==> src/rtl/sccb_config_master.sv <==
// +----------------------------------------------------------------------------+
// | sccb_config_master: streams {reg,value} table entries to an SCCB sensor    |
// | Rev 1.0                                                                    |
// +----------------------------------------------------------------------------+
`default_nettype none

module sccb_config_master #(
  parameter int         CLK_DIV    = 68,
  parameter logic [7:0] DEVICE_ID  = 8'h60,
  parameter int         RESET_WAIT = 27000,
  parameter int         GAP_WAIT   = 64
) (
  input  logic        clk,
  input  logic        rst_n,
  input  logic [15:0] command,
  input  logic        finished,
  output logic        resend,
  output logic        advance,
  input  logic        reconfig,
  output logic        sioc,
  output logic        siod_oe,
  input  logic        siod_in,
  output logic        busy,
  output logic        done,
  output logic        nack
);

  localparam int QW       = (CLK_DIV > 1) ? $clog2(CLK_DIV) : 1;
  localparam int WAIT_MAX = (RESET_WAIT > GAP_WAIT) ? RESET_WAIT : GAP_WAIT;
  localparam int WW       = $clog2(WAIT_MAX + 1);

  typedef enum logic [2:0] {
    S_REWIND = 3'd0,
    S_FETCH  = 3'd1,
    S_START  = 3'd2,
    S_BITS   = 3'd3,
    S_STOP   = 3'd4,
    S_POST   = 3'd5,
    S_ADV    = 3'd6,
    S_DONE   = 3'd7
  } state_t;

  state_t        state;
  logic [QW-1:0] qdiv;
  logic [1:0]    quarter;
  logic [4:0]    bit_idx;
  logic [26:0]   shreg;
  logic [15:0]   cmd_q;
  logic [1:0]    fetch_cnt;
  logic [WW-1:0] wait_cnt;
  logic          tick;
  logic          ack_slot;

  assign tick     = (qdiv == QW'(CLK_DIV - 1));
  assign ack_slot = (bit_idx == 5'd8) || (bit_idx == 5'd17) || (bit_idx == 5'd26);

  always_ff @(posedge clk) begin
    if (!rst_n) begin
      state     <= S_REWIND;
      sioc      <= 1'b1;
      siod_oe   <= 1'b0;
      resend    <= 1'b0;
      advance   <= 1'b0;
      busy      <= 1'b0;
      done      <= 1'b0;
      nack      <= 1'b0;
      qdiv      <= '0;
      quarter   <= 2'd0;
      bit_idx   <= 5'd0;
      shreg     <= '0;
      cmd_q     <= '0;
      fetch_cnt <= 2'd0;
      wait_cnt  <= '0;
    end else begin
      resend  <= 1'b0;
      advance <= 1'b0;
      if (state == S_START || state == S_BITS || state == S_STOP)
        qdiv <= tick ? '0 : qdiv + QW'(1);

      case (state)
        S_REWIND: begin
          resend    <= 1'b1;
          busy      <= 1'b1;
          done      <= 1'b0;
          nack      <= 1'b0;
          fetch_cnt <= 2'd0;
          state     <= S_FETCH;
        end

        // Table output lags the pulse by two registers
        S_FETCH: begin
          if (fetch_cnt == 2'd2) begin
            if (finished) begin
              done  <= 1'b1;
              busy  <= 1'b0;
              state <= S_DONE;
            end else begin
              cmd_q   <= command;
              // Ack slots carry a 1 so the line is released there
              shreg   <= {DEVICE_ID, 1'b1, command[15:8], 1'b1, command[7:0], 1'b1};
              qdiv    <= '0;
              quarter <= 2'd0;
              state   <= S_START;
            end
          end else begin
            fetch_cnt <= fetch_cnt + 2'd1;
          end
        end

        S_START: begin
          if (tick) begin
            if (quarter == 2'd3) begin
              quarter <= 2'd0;
              bit_idx <= 5'd0;
              sioc    <= 1'b0;
              siod_oe <= ~shreg[26];
              state   <= S_BITS;
            end else begin
              quarter <= quarter + 2'd1;
              if (quarter == 2'd1)
                siod_oe <= 1'b1;
            end
          end
        end

        S_BITS: begin
          if (tick) begin
            case (quarter)
              2'd1: begin
                sioc <= 1'b1;
                if (ack_slot && siod_in)
                  nack <= 1'b1;
              end
              2'd3: begin
                sioc <= 1'b0;
                if (bit_idx == 5'd26) begin
                  siod_oe <= 1'b1;
                  state   <= S_STOP;
                end else begin
                  bit_idx <= bit_idx + 5'd1;
                  shreg   <= {shreg[25:0], 1'b0};
                  siod_oe <= ~shreg[25];
                end
              end
              default: ;
            endcase
            quarter <= quarter + 2'd1;
          end
        end

        S_STOP: begin
          if (tick) begin
            quarter <= quarter + 2'd1;
            case (quarter)
              2'd0: sioc    <= 1'b1;
              2'd2: siod_oe <= 1'b0;
              2'd3: begin
                wait_cnt <= (cmd_q == 16'h1280) ? WW'(RESET_WAIT - 1) : WW'(GAP_WAIT - 1);
                state    <= S_POST;
              end
              default: ;
            endcase
          end
        end

        S_POST: begin
          if (wait_cnt == '0)
            state <= S_ADV;
          else
            wait_cnt <= wait_cnt - WW'(1);
        end

        S_ADV: begin
          advance   <= 1'b1;
          fetch_cnt <= 2'd0;
          state     <= S_FETCH;
        end

        S_DONE: begin
          if (reconfig)
            state <= S_REWIND;
        end

        default: state <= S_REWIND;
      endcase
    end
  end

endmodule

`default_nettype wire

==> config.mk <==
export PLATFORM = sky130hd
export DESIGN_NAME = sccb_config_master
export DESIGN_NICKNAME = d
export VERILOG_FILES = /design/src/rtl/sccb_config_master.sv
export SDC_FILE = /design/constraint.sdc
export NUM_CORES = 1
export LEC_CHECK = 0
export CAP_MARGIN = 10
export CORE_MARGIN = 3
export CORE_UTILIZATION = 45
export DETAILED_ROUTE_END_ITERATION = 8
export PLACE_DENSITY_LB_ADDON = 0.2
export SYNTH_ARGS = -nofsm -noshare
export SYNTH_HDL_FRONTEND = slang
export SYNTH_SLANG_ARGS = --single-unit
==> constraint.sdc <==
create_clock -name clk -period 2.7 [get_ports clk]
set_input_delay 0.27 -clock clk [delete_from_list [all_inputs] [get_ports clk]]
set_output_delay 0.27 -clock clk [all_outputs]
set_load 0.02 [all_outputs]
==> results.md <==
- Clock Sinks: 84
- Tmin final: 2.24 ns
- Post-route ant nets: 0
- CP max-delay cell: or4_1
- Leakage: 1.59 nW
- Cts hold-fix bufs: 0
- Worst slew pin tran: 0.781 ns
- WS Path Type: reg2reg
- Number of CTS-inserted buffers: 9
- Clk pin slew, worst setup/hold paths: 0.08 ns
- H-tree depth reported by CTS: 3
- Global placement routability congestion: 0.811
- Std-Cell Rows: 34
- Vias: 3520
- Pre-antenna DRT Iters: 4
- Most common library cells after synthesis: nand2_1 (86), dfxtp_1 (84), nor2_1 (57), a21oi_1 (46), nor3_1 (22)
- Period utilization: 83.1%
- Vias per Instance: 5.53
- Postcts setup bufs: 0
- HPWL Detailed: 6190 µm
- First-pass GRT wire length: 15200 µm
- Register area share after synthesis: 40.0%
- Reg2reg path depth: 6
- Initial antenna violation count: 0
- Post-Syn Area: 4200 µm²
- Crit path cell chain: or4_1 > nor2_8 > a2bb2oi_4 > buf_12 > nor2_1 > a311oi_2
- Final core occ: 53.3%
- Setup violators final: 0
- Power Density: 703 nW/µm²
- Reg area: 1680 µm²
- Fraction of final layout cells sized beyond drive strength 1: 12.1%
- Synth area leader: dfxtp_1
- Clock root cell: clkbuf_8
- Yosys top cell area share: 40.0%
- Most frequent cell after synthesis: nand2_1
- Synth area leaders: dfxtp_1 (40%), nand2_1 (7.7%), a21oi_1 (5.5%)
- Status: finished clean
- Pwr Total: 3.33 mW
- DIE AREA: 10500 µm²
- Post-CTS resize count: 0
- Drt wl/cell: 14.2 µm
- Routed WL: 9050 µm
- Die width: 103 µm
- Max-cap violations: 0
- Slew headroom: 47.9%
- Synth cell types: 63
- Syn_area_per_cell: 8.34 µm²
- Worst EP required: 2.97 ns
- Synth Register Bits: 84
- Worst-skew pair later-pin latency: 0.36 ns
- HP Class: reg2reg
- Remaining global-route overflow: 0
- CTS Buffer Depth: 2
- Peak supply drop: 317 µV
- Initial DRC count: 137
- Post-synth EDFFs: 0
- NumNets Final: 555
- Final setup TNS: 0 ns
- Crit start category: flop
- Endpoint class of the critical path: flop
- Drt drc: 0
- CTS tree: done
- Die Y: 103 µm
- Largest net degree at the start of global routing: 43
- Post-Synthesis Net Count: 536
- Crit path max fanout: 42
- RSZ-0062 raised after global routing: false
- Number of fill cells: 848
- Ant diodes: 0
- WHS Path Cells: 2
- Vias in the first global route: 3204
- Maximum operating frequency: 446 MHz
- Mapped Cells: 504
- # IOs: 28
- Most used flip-flop cell after synthesis: dfxtp_1
- Initial Util: 47.3%
- Area grow syn2layout: 12.8%
- Max Clock Skew: 0.00538 ns
- Fraction of registers with async set or reset after synthesis: 0%
- Slew Limit Fails: 0
- WP data arrival: 2.51 ns
- Core box area: 8890 µm²
- Area occupied by multi-input gates: 2300 µm²
- I/O Buffers: 27
- Critical Path Max Stage Delay: 0.83 ns
- Total GRT Usage: 18.1%
- Final-report hold violation count: 0
- Synth Warn #: 0
==> per-stage QoR <==
step	setup slack [ns]	hold WS (ns)	area (µm²)	instances
after floorplan	0.795	0.406	4200	504
after global placement	0.451	0.431	4570	620
after detailed placement	0.395	0.437	4570	620
after CTS	0.447	0.449	4740	636
after global routing	0.311	0.470	4740	636
final	0.458	0.444	4740	636
==> area by class of cell <==
type	count	share of cell area, %
inverter	14	1.11
multi-input combinational	373	48.5
timing repair buffer	41	8.45
clock buffer	11	2.98
clock inverter	5	0.581
tap	108	2.85
sequential	84	35.5
==> power breakdown <==
group	switching (mW)	total [mW]	internal (mW)
combinational	0.621	1.06	0.442
clock	0.453	0.807	0.353
sequential	0.0982	1.46	1.36
==> worst paths after layout <==
check	startpoint	endpoint	slack, ns
setup / recovery	qdiv[3]	shreg[12]	0.46
hold / removal	done	done	0.44
setup reg to reg	qdiv[3]	shreg[12]	0.46
hold reg to reg	done	done	0.44
==> critical path: cells and delay by family (launching register included) <==
kind	cells	cell delay, ns
flops	1	0.34
compound gates	2	0.42
simple gates	3	1.14
buf+inv	1	0.24
==> routing by layer <==
metal / vias to the layer above / routed length [µm] / track usage (%) / part of all wire, %
met2: 58 / 4060 / 28.3 / 45
met1: 1643 / 4460 / 25.1 / 49
met5: - / 0 / 0 / 0
met4: 0 / 63 / 4.84 / 0.70
met3: 9 / 464 / 4.40 / 5.1
li1: 1810 / - / - / -
==> logic make-up (layout without fill, tap and decap cells) <==
family,count (synthesis),after routing,share of synthesized area [%]
multiplexers,1,1,0.238
AND/OR/NAND/NOR,230,230,26.7
flip-flops,84,84,40.0
buffers and inverters,47,71,5.24
adder cells (fa/ha/maj),11,11,3.27
XOR/XNOR,11,11,2.29
AO/OA/AOI/OAI,120,120,22.3
==> cell usage in the layout, fill, tap and decap left out, drive strengths merged, types with 3 or more instances in the layout <==
cell / instances
a311oi: 17
nor3: 23
a31oi: 5
nand3: 16
nor2: 59
o21ai: 18
o21a: 3
clkbuf: 11
nor2b: 5
xor2: 5
a2111oi: 3
nand2b: 6
clkdlybuf4s50: 27
xnor2: 6
a21oi: 47
clkinv: 4
ha: 11
a21o: 4
or4: 3
o221a: 3
nor4b: 3
inv: 14
nand2: 88
buf: 14
nor4: 6
and2: 3
nand4: 5
dfxtp: 84
==> flip-flops by register name, summed over array words and instances, names as in the netlist <==
| signal | flops |
|---|---|
| shreg | 27 |
| cmd_q | 16 |
| wait_cnt | 15 |
| qdiv | 7 |
| bit_idx | 5 |
| state | 3 |
| fetch_cnt | 2 |
| quarter | 2 |
| advance | 1 |
| busy | 1 |
| done | 1 |
| nack | 1 |
| resend | 1 |
| sioc | 1 |
| siod_oe | 1 |
Note: power is estimated with default switching activity, not from simulation.
